==> src/rtl/modcounter.sv <==
// modcounter: N-bit up/down counter with programmable terminal value,
// parallel load, count enable and wrap or saturate at the range boundary.
module modcounter #(
  parameter int unsigned N        = 4,
  parameter bit          SATURATE = 1'b0
) (
  input  logic         clk,
  input  logic         reset,
  input  logic         en,
  input  logic         up,
  input  logic         load,
  input  logic [N-1:0] d,
  input  logic [N-1:0] max,
  output logic [N-1:0] q,
  output logic         tc,
  output logic         ovf
);

  logic         at_top;
  logic         at_bot;
  logic         boundary;
  logic [N-1:0] q_next;
  logic         ovf_next;

  // Boundary detection: q at or past the terminal going up, or at zero going down.
  always_comb begin
    at_top   = (q >= max);
    at_bot   = (q == '0);
    boundary = en & ~load & ((up & at_top) | (~up & at_bot));
    tc       = boundary & ~reset;
  end

  // Next count and sticky flag for the load / count / hold cases.
  always_comb begin
    q_next   = q;
    ovf_next = ovf;
    if (load) begin
      q_next   = d;
      ovf_next = 1'b0;
    end else if (en) begin
      if (boundary) begin
        ovf_next = 1'b1;
      end
      if (up) begin
        if (q < max) begin
          q_next = q + N'(1);
        end else if ((q == max) && SATURATE) begin
          q_next = q;
        end else begin
          // Wrap at max, or recover from an out-of-range loaded value.
          q_next = '0;
        end
      end else begin
        if (!at_bot) begin
          q_next = q - N'(1);
        end else if (SATURATE) begin
          q_next = '0;
        end else begin
          q_next = max;
        end
      end
    end
  end

  // State register with synchronous reset taking priority over everything.
  always_ff @(posedge clk) begin
    if (reset) begin
      q   <= '0;
      ovf <= 1'b0;
    end else begin
      q   <= q_next;
      ovf <= ovf_next;
    end
  end

endmodule

==> config.mk <==
export PLATFORM = sky130hd
export DESIGN_NAME = modcounter
export DESIGN_NICKNAME = d
export VERILOG_FILES = /design/src/rtl/modcounter.sv
export SDC_FILE = /design/constraint.sdc
export NUM_CORES = 1
export LEC_CHECK = 0
export ABC_AREA = 1
export BUFFER_PORTS_ARGS = -buffer_cell sky130_fd_sc_hd__buf_2
export CAP_MARGIN = 30
export CORE_AREA = 2 2 39 41
export DETAILED_ROUTE_END_ITERATION = 12
export DIE_AREA = 0 0 41 43
export PLACE_DENSITY = 0.68
export SYNTH_ARGS = -nofsm -noshare
export SYNTH_HDL_FRONTEND = slang
export SYNTH_SLANG_ARGS = --single-unit
==> constraint.sdc <==
create_clock -name clk -period 3.6 [get_ports clk]
set_input_delay 0.36 -clock clk [delete_from_list [all_inputs] [get_ports clk]]
set_output_delay 0.36 -clock clk [all_outputs]
set_load 0.05 [all_outputs]
== After elaboration in Yosys (flattened, before gate mapping) ==
Cells that the tools add are included.

* Bits in registers: 5
* Bits of input ports: 13
* Output and inout port bits: 6
* Logic and storage cells: 24

* Add/subtract/negate cells: 2
* Magnitude comparators: 2
* Muxes and demuxes: 5
* Bitwise operators: 9
* Reduce and logical (&&, ||, !) cells: 4

{| class="wikitable"
|+ Operators with widths
! kind !! number
|-
| 2-to-1 mux 4 bit || 5
|-
| bitwise AND 1 bit || 5
|-
| adder 4 x 1 -> 4 bit (second input constant) || 1
|-
| >= comparator 4 bit || 1
|-
| zero test 4 bit || 1
|-
| less-than comparator 4 bit || 1
|-
| subtractor 4 x 1 -> 4 bit (second input constant) || 1
|-
| NOT 1 bit || 3
|-
| AND reduction 2 bit || 1
|-
| nonzero test 2 bit || 1
|-
| OR reduction 2 bit || 1
|-
| OR 1 bit || 1
|}

== Logic depth before layout (Yosys ltp) ==
Gate-level depths: netlist of the first run.

* Depth in word-level cells: 5
* Depth in mapped cells: 10
* Depth with buffers taken out: 10

== Worst setup path after synthesis of the first run ==
Ideal clock, no wire load.

* Path kind: register to output
* Start: reg q[0]
* End: out tc
* Arrival: 2.086 ns
* Required time: 3.240 ns
* Slack: 1.154 ns
* Cell stages (with the launch flop): 10
* Path buffers: 0
* Path through: dfxtp_1 -> inv_1 -> ha_1 -> inv_1 -> nand2_1 -> nand2_1 -> a21oi_1 -> nand3_1 -> nand2_1 -> nor2_1

* Word-level cells in the longest chain between the ends: 5
* Elaborated cells on any way between the ends: 7
* Those cells by class: order compare (1); bitwise (5); reduce/logical (1)

{| class="wikitable"
|+ Ends and longest elaborated chain
! element !! line !! source
|-
| start: declaration || 14 || <nowiki>output logic [N-1:0] q,</nowiki>
|-
| start signal: assignment || 71 || <nowiki>q <= q_next;</nowiki>
|-
| >= comparator 4 bit / zero test 4 bit (equally long branches) || 27, 28 ||
|-
| bitwise AND 1 bit || 29 || <nowiki>boundary = en & ~load & ((up & at_top) | (~up & at_bot));</nowiki>
|-
| OR 1 bit * || 29 ||
|-
| bitwise AND 1 bit * || 29 ||
|-
| bitwise AND 1 bit * || 30 || <nowiki>tc = boundary & ~reset;</nowiki>
|-
| end: declaration || 15 || <nowiki>output logic tc,</nowiki>
|}

Mark *: on every way between the ends. The rest lies on a longest branch, timed or not.

== Worst setup path in the final report of the first run ==
* Start: reg q[2]
* End: out tc

Same word-level chain as after synthesis.

==> results of run 1 <==
[area by class of cell]
type,instances,area (um^2)
sequential,5,100.1
tap,16,20.02
fill,154,685.7
multi-input combinational,73,387.9
timing repair buffer,18,90.09
inverter,19,73.82
clock buffer,4,26.28
[synthesized netlist by cell type]
cell type  number  share of area
nand3_1        10          0.087
nand2_4         1          0.020
clkinv_1        1         0.0065
o21ai_1         1         0.0087
buf_6           1          0.020
inv_4           1          0.011
inv_2           4          0.026
inv_1          13          0.085
a22oi_1         3          0.039
nor2_2          1          0.011
a21oi_1         8          0.070
nand2_2         1          0.011
nor2_1          7          0.046
a21o_1          1          0.013
nand2_1        30           0.20
or2_2           1          0.011
dfxtp_1         5           0.17
nand4_1         3          0.033
ha_1            6           0.13
[per-layer routing]
metal | up-vias | GRT usage | routed length [um]
met5 | - | 0 | 0
met4 | 0 | 0.04000 | 0
met3 | 0 | 0.04712 | 64
met2 | 16 | 0.2969 | 664
met1 | 314 | 0.2219 | 614
li1 | 354 | - | -
[path summary, 6_finish.rpt]
path,cells past startpoint,end,slack [ps]
hold reg to reg,2,ovf,440
setup / recovery,8,tc,1400
setup reg to reg,8,q[3],2060
hold / removal,2,q[1],350
[logic make-up (layout without fill, tap and decap cells)]
group | count (synthesis) | after routing | share of synthesized area
flip-flops | 5 | 5 | 0.1747
buffers and inverters | 20 | 41 | 0.1485
AND/OR/NAND/NOR | 54 | 54 | 0.4149
AO/OA/AOI/OAI | 13 | 13 | 0.1310
adder cells (fa/ha/maj) | 6 | 6 | 0.1310
[registers in the layout (all words and copies together), names as in the netlist]
register and cells:
ovf 1, q 4
[power groups by stage]
| stage | Clock (W) | Combinational (W) | Sequential [W] |
|---|---|---|---|
| 2_1_floorplan | 0 | 0.0000560 | 0.0000778 |
| 3_3_place_gp | 0 | 0.0000875 | 0.0000685 |
| 3_5_place_dp | 0 | 0.0000883 | 0.0000690 |
| 4_1_cts | 0.0000681 | 0.0000887 | 0.0000680 |
| 5_1_grt | 0.0000708 | 0.000100 | 0.0000685 |
| 6_report | 0.0000663 | 0.0000880 | 0.0000680 |
[cells in the final DEF (no fill, tap or decap)]
cell and count:
nand2_1 30, buf_2 18, inv_1 13, nand3_1 10
a21oi_1 8, nor2_1 7, ha_1 6, dfxtp_1 5
inv_2 4, nand4_1 3, a22oi_1 3, clkbuf_4 3
a21o_1 1, inv_4 1, nand2_4 1, nand2_2 1
nor2_2 1, clkinv_1 1, or2_2 1, o21ai_1 1
clkbuf_1 1
[per-stage QoR]
stage | std cells | area [um^2] | utilization | total power (W)
3_5_place_dp | 131 | 671.9 | 0.4855 | 0.0001573
4_1_cts | 135 | 698.2 | 0.5045 | 0.0002248
3_3_place_gp | 131 | 671.9 | 0.4855 | 0.0001559
6_report | 135 | 698.2 | 0.5045 | 0.0002222
5_1_grt | 135 | 698.2 | 0.5045 | 0.0002396
2_1_floorplan | 98 | 573.1 | - | 0.0001338
[critical path, stage by stage, from the launching register on]
cell and delay (ps):
dfxtp_1 550, ha_1 310, nand2_1 70, inv_2 40, a21oi_1 190, nand3_1 100, nand2_1 90, nor2_1 40
buf_2 200
==> metrics.txt, run 1 <==
initial antenna violation count=0; worst rel slew slack=0.7357; crit share post-route=0.6114; ANT cells=0; Layout area overhead=21.83%; CTS tree=built; Post-CTS Resized=0; critical path class=register to primary output; # DRC=0; max-cap violations=0; internal power=0.0001331 W; endpoints failing hold=0; clock buffer depth=2; Place WS=1646 ps; vias in the first global route=603; CP arrival=1840 ps; Peak VDD IR=163.9 uV; syn avg cell area=5.847 um^2; drt pass-1 iters=4; WP data required=3240 ps; P_leak=0.4048 nW; Seq pwr share=0.306; Synth Cell Area=around 570 um^2; WHS=about 350 ps; crit path launch=q[2]; unique cell type count in the Yosys netlist=19; via count=684; Synth warnings=0; syn nets=roughly 120; worst skew pair latency=approximately 240 ps; fin. max-slew vios=0; ratio of cells with drive above 1 in the final layout=0.2521; clk sink count=5; Site Rows=14; Min-Delay Startpoint=reset; DR vias/cell=a little over 5; Worst setup EP type=primary output; PortBufs=18; antenna-violating nets left=0; clock buffer count from CTS=3; combinational share of power=0.396; Die Wd=41 um; H-Tree Depth=1; Net Switching=~0.000089 W; CTS Root Cell=clkbuf_4; status=completed; wire length per cell=9.948 um; Final setup viols=0; RSZ-0062 raised after global routing=no; HP Class=input pin to register; Worst Path Max Fanout=10; layout net count=roughly 140; first-pass GRT wire length=2235 um; Die Ht=43 um; Overflow after GRT=0; fmax=approximately 450 MHz; fin crit period=between 2000 and 2500 ps; FF+latch count, synth=5; Die Footprint=1763 um^2; CTS clk-pin slew, worst paths=about 40 ps; Initial Util=0.4141; Fin Setup TNS=0 ps; sw frac=0.4013; Final Worst Setup Slack=1399 ps; Gate Count Post-Synth=98; largest net degree at the start of global routing=11; initial drt markers=10; clock skew=0.8812 ps; GRT Resource Usage Total=0.1797; hold_buf cts=0; core area=1384 um^2; register area share after synthesis=0.1747; Crit Reg-Reg Startpoint=q[2]; Detailed Place HPWL=1094 um; clock power share=0.298; final WL=1343 um; Power Dens Cells=between 300 and 400 nW/um^2; measured slew at the worst slew-check pin=395.9 ps; critical path launch point type=register; post-CTS setup buffers=0; Placer Congestion=0.8671; IO Count=19
Note: power is estimated with default switching activity, not from simulation.
==> run 2, diff against run 1 <==
--- a/config.mk
+++ b/config.mk
@@ -5,13 +5,13 @@
 export SDC_FILE = /design/constraint.sdc
 export NUM_CORES = 1
 export LEC_CHECK = 0
-export ABC_AREA = 1
+export ABC_AREA = 0
 export BUFFER_PORTS_ARGS = -buffer_cell sky130_fd_sc_hd__buf_2
 export CAP_MARGIN = 30
 export CORE_AREA = 2 2 39 41
 export DETAILED_ROUTE_END_ITERATION = 12
 export DIE_AREA = 0 0 41 43
-export PLACE_DENSITY = 0.68
+export PLACE_DENSITY = 0.66
 export SYNTH_ARGS = -nofsm -noshare
 export SYNTH_HDL_FRONTEND = slang
 export SYNTH_SLANG_ARGS = --single-unit
==> constraint.sdc (replaced) <==
create_clock -name clk -period 2 [get_ports clk]
set_input_delay 0.2 -clock clk [delete_from_list [all_inputs] [get_ports clk]]
set_output_delay 0.2 -clock clk [all_outputs]
set_load 0.05 [all_outputs]
==> metrics.txt, run 2 <==
Seq. cell area=102.6 um^2; Peak VDD IR=464.1 uV; Synth Area in Compound Gates=0.2714; syn avg cell area=7.728 um^2; status=completed; critical path launch point type=register; Area contributors post-synth=dfxtp_1, ha_1, nor2_1, o21ai_0, inv_1; critical path class=register to primary output; clk sink count=5; fmax=524.1 MHz; PortBufs=18; CTS Root Cell=clkbuf_4; FF+latch count, synth=5; Worst Path Max Fanout=8; core area=1384 um^2; DR vias/cell=5.726; Die Footprint=roughly 1800 um^2; WP data required=~1800 ps; first-pass GRT wire length=2221 um; clock buffer count from CTS=3; Place WS=104.1 ps; Site Rows=14; Gate Count Post-Synth=just under 70; largest family of logic cells by synthesized area=simple AND/OR/NAND/NOR gates; Power Dens Cells=around 600 nW/um^2; Top FF cell, synth=dfxtp_1; via count=607; initial antenna violation count=0; worst skew pair latency=240 ps; commonest non-fill, non-tap cell in the layout=buf_2; # fillers=140; syn nets=87; # DRC=0; Synth area leader=dfxtp_1; endpoints failing hold=0; CTS tree=built; clock skew=1.954 ps; ratio of cells with drive above 1 in the final layout=0.3667; IO Count=19; Post-synth ARST share=0; max FFs per register=4; fin crit period=1908 ps; Synth Cell Area=525.5 um^2; register area share after synthesis=0.1905; number of synthesized flops with an enable pin=0; Die Wd=a little over 40 um; largest net degree at the start of global routing=11; initial drt markers=14; Commonest cells post-synth=nor2_1, ha_1, inv_1; largest registers=q: 4 flops, ovf: 1 flops; final WL=1363 um; worst rel slew slack=0.8215; layout net count=110; crit-path cells=inv_1 -> ha_1 -> and4_1 -> o32ai_2 -> nor2_2 -> clkbuf_4; clock buffer depth=2; P_leak=0.3259 nW; most frequent cells in the layout=buf_2, inv_1, nor2_1, ha_1; drt pass-1 iters=4; CTS clk-pin slew, worst paths=40 ps; wire length per cell=12.86 um; count leader, synth=nor2_1; post-CTS setup buffers=0; Die Ht=43 um; measured slew at the worst slew-check pin=about 270 ps; HP Class=input pin to register; Overflow after GRT=0; Final Non-Filler Cells=about 110; Post-Synth XOR/XNOR Area=0.01667; Final Worst Setup Slack=91.84 ps; slowest stage delay, CP=390 ps; Synth Area in Simple Gates=0.3048; Post-Synth Adder-Cell Area=0.1429; proportion of netlist area held by the largest area contributor=0.1905; Fin Setup TNS=0 ps; largest reg by FF count=q; vias in the first global route=527; Placer Congestion=0.8226; Worst setup EP type=primary output; Detailed Place HPWL=roughly 1100 um; ANT cells=0; multi-input logic area=422.9 um^2; antenna-violating nets left=0; unique cell type count in the Yosys netlist=33; Final setup viols=0; GRT Resource Usage Total=0.1795; H-Tree Depth=1; Slowest-stage cell, CP=dfxtp_2; R2R setup slack=380 ps; Layout area overhead=33.57%; Initial Util=0.3797; WHS=slightly above 200 ps; mux cell area share after synthesis=0; crit share post-route=0.9541; CP arrival=approximately 1700 ps; fin. max-slew vios=0; Synth warnings=0; placed insts=just over 100; max-cap violations=0
## run 2: cell types whose count changed after synthesis, sizes merged, moves of 3 or more
cell	change
nand3	-9
inv	-12
nand2	-28
nand4	-3
a22oi	-3
o21ai	+4
a21oi	-4
## run 2: final cells by class
class,count,area share
multi-input cells,55,0.6025
repair buffers,20,0.1533
flip-flops and latches,5,0.1462
clock buffers,4,0.03743
inverters,6,0.03209
well taps,16,0.02852
## run 2: path summary, 6_finish.rpt
check,startpoint,endpoint,cells after the start
max reg2reg,q[0],q[2],6
min reg2reg,ovf,ovf,2
min,reset,q[3],2
max,q[0],tc,6
## run 2: repair_timing
item                       4_1_cts  5_1_grt
hold endpoints to repair         0        0
hold buffers                     0        0
setup endpoints to repair        1        1
pin swaps                        0        1
gates resized for setup          3        5
## run 2: cells by family after synthesis
family | Yosys count
simple gates | 27
xor+xnor | 1
buf+inv | 8
flops | 5
fa+ha+maj | 6
compound gates | 21
## run 2: power by group
group | switching (W) | leakage, nW | internal, W
Clock | 0.0000393 | 0.0150 | 0.0000753
Sequential | 0.0000118 | 0.0420 | 0.000110
Combinational | 0.000110 | 0.269 | 0.0000735
Total | 0.000161 | 0.326 | 0.000259
## run 2: per-layer routing
layer | track usage | vias to the layer above | part of all wire
met4 | 0.04667 | 0 | 0.010
li1 | - | 299 | -
met1 | 0.2276 | 279 | 0.44
met2 | 0.2750 | 27 | 0.48
met5 | 0 | - | 0
met3 | 0.06806 | 2 | 0.070
## run 2: critical path, delay by kind of cell (launching register included)
kind	cells	cell delay, ps
AO/OA/AOI/OAI	1	250
adder cells (fa/ha/maj)	1	270
buffers and inverters	2	310
flip-flops	1	390
AND/OR/NAND/NOR	2	260
## run 2: stage by stage
stage | instance area, um^2 | power, W | utilization
detailed placement | 639.4 | 0.0002862 | 0.4620
floorplan | 530.5 | 0.0002360 | -
finish | 701.9 | 0.0004199 | 0.5072
global route | 701.9 | 0.0004535 | 0.5072
CTS | 681.9 | 0.0004128 | 0.4928
global placement | 639.4 | 0.0002840 | 0.4620
==> run 3, diff against run 2 <==
--- a/config.mk
+++ b/config.mk
@@ -8,10 +8,12 @@
 export ABC_AREA = 0
 export BUFFER_PORTS_ARGS = -buffer_cell sky130_fd_sc_hd__buf_2
 export CAP_MARGIN = 30
-export CORE_AREA = 2 2 39 41
+export CORE_ASPECT_RATIO = 0.9
+export CORE_MARGIN = 2
+export CORE_UTILIZATION = 30
 export DETAILED_ROUTE_END_ITERATION = 12
-export DIE_AREA = 0 0 41 43
-export PLACE_DENSITY = 0.66
+export PLACE_DENSITY = 0.53
+export REMOVE_ABC_BUFFERS = 1
 export SYNTH_ARGS = -nofsm -noshare
 export SYNTH_HDL_FRONTEND = slang
 export SYNTH_SLANG_ARGS = --single-unit
==> metrics.txt, run 3 (synthesized netlist as in run 2, its figures left out) <==
Place WS=about 150 ps; Site Rows=14; CTS tree=built; worst skew pair latency=240 ps; Final Non-Filler Cells=between 100 and 150; IO Count=19; crit-path cells=ha_1 -> o21ai_1 -> a21oi_4 -> o32ai_2 -> nor2_1 -> clkbuf_4; Post-DP Area=~650 um^2; status=completed; commonest non-fill, non-tap cell in the layout=buf_2; Worst setup EP type=primary output; Slowest-stage cell, CP=dfxtp_1; fin. max-slew vios=0; clock skew=roughly 7.7 ps; clock buffer count from CTS=3; H-Tree Depth=1; drt pass-1 iters=4; largest net degree at the start of global routing=11; placed insts=between 100 and 150; Die Footprint=2103 um^2; clk sink count=5; P_leak=0.3304 nW; Buf/Inv on CP=1; CTS Root Cell=clkbuf_4; layout net count=111; met2 wire length=~700 um; critical path launch point type=register; via count=602; measured slew at the worst slew-check pin=253.4 ps; Overflow after GRT=0; WP data required=1800 ps; Peak VDD IR=217.6 uV; largest reg by FF count=q; first-pass GRT wire length=2139 um; Die Ht=43.71 um; endpoints failing hold=0; delay-heaviest family, CP=compound AO/OA/AOI/OAI gates; PortBufs=18; ANT cells=0; initial antenna violation count=0; Top Metal Used=met3; max FFs per register=4; Power Dens Cells=597.4 nW/um^2; M1 WL=between 600 and 700 um; vias in the first global route=489; critical path class=register to primary output; final WL=1448 um; clock buffer depth=2; DR vias/cell=about 5.2; Detailed Place HPWL=~1100 um; Final setup viols=0; met3 WL=roughly 95 um; Worst Path Max Fanout=4; core area=1664 um^2; CP arrival=1720 ps; slowest stage delay, CP=310 ps; Layout area overhead=35.48%; final instance area=711.9 um^2; HP Class=input pin to register; Placer Congestion=~0.78; hold_buf cts=0; Final Worst Setup Slack=approximately 83 ps; initial drt markers=16; wire length per cell=about 13 um; Initial Util=0.3158; ratio of cells with drive above 1 in the final layout=0.3407; Die Wd=48.12 um; most frequent cells in the layout=buf_2, nor2_1, inv_1, ha_1; worst rel slew slack=0.8309; WHS=212.6 ps; crit share post-route=0.9584; fmax=521.7 MHz; GRT Resource Usage Total=0.1425; largest registers=q: 4 flops, ovf: 1 flops; fin crit period=1917 ps; CTS clk-pin slew, worst paths=50 ps; max-cap violations=0; # DRC=0; antenna-violating nets left=0
==> run 3: cell count changes in the layout (fill, tap and decap cells not counted), sizes merged <==
cell / change
buf: +1
==> run 3: through the flow <==
step | setup TNS [ps] | utilization | total power, W
detailed placement | 0 | 0.3917 | 0.0002869
finish | 0 | 0.4278 | 0.0004253
global placement | 0 | 0.3917 | 0.0002864
global route | -17.12 | 0.4278 | 0.0004538
CTS | 0 | 0.4135 | 0.0004154
floorplan | -432.7 | - | 0.0002290
==> run 3: metal layers <==
layer / track usage / vias to the layer above
met3: 0.01667 / 0
met5: 0 / -
met1: 0.2036 / 276
met4: 0.06486 / 0
li1: - / 298
met2: 0.2107 / 28
==> run 3: power by group <==
part	switching (W)	internal, W
Combinational	0.000113	0.0000743
Sequential	0.00000765	0.000109
Clock	0.0000452	0.0000757
==> run 3: path summary, 6_finish.rpt <==
kind                             from   end  slack, ps  cells past startpoint
worst min-delay path            reset  q[3]        210                      2
worst max register to register   q[2]  q[3]        380                      5
worst min register to register    ovf   ovf        460                      2
worst max-delay path             q[2]    tc         80                      6
==> run 3: final cells by class <==
type	count	area, um^2
Clock buffer	4	26.28
Tap cell	24	30.03
Inverter	6	22.52
Multi-Input combinational cell	55	416.7
Fill cell	182	952.2
Sequential cell	5	101.3
Timing Repair Buffer	21	115.1
==> run 3: worst register-to-register path, stage by stage (launching register included) <==
cell and delay [ps]:
dfxtp_1 310, ha_1 280, o21ai_1 230, a21oi_4 70, or4_1 530, a31oi_1 130
==> run 3: timing repair <==
| item | in CTS | in global routing |
|---|---|---|
| gates cloned | 0 | 0 |
| setup buffers | 0 | 0 |
| pin swaps | 0 | 0 |
| resized for setup | 3 | 5 |
| setup endpoints to repair | 1 | 1 |
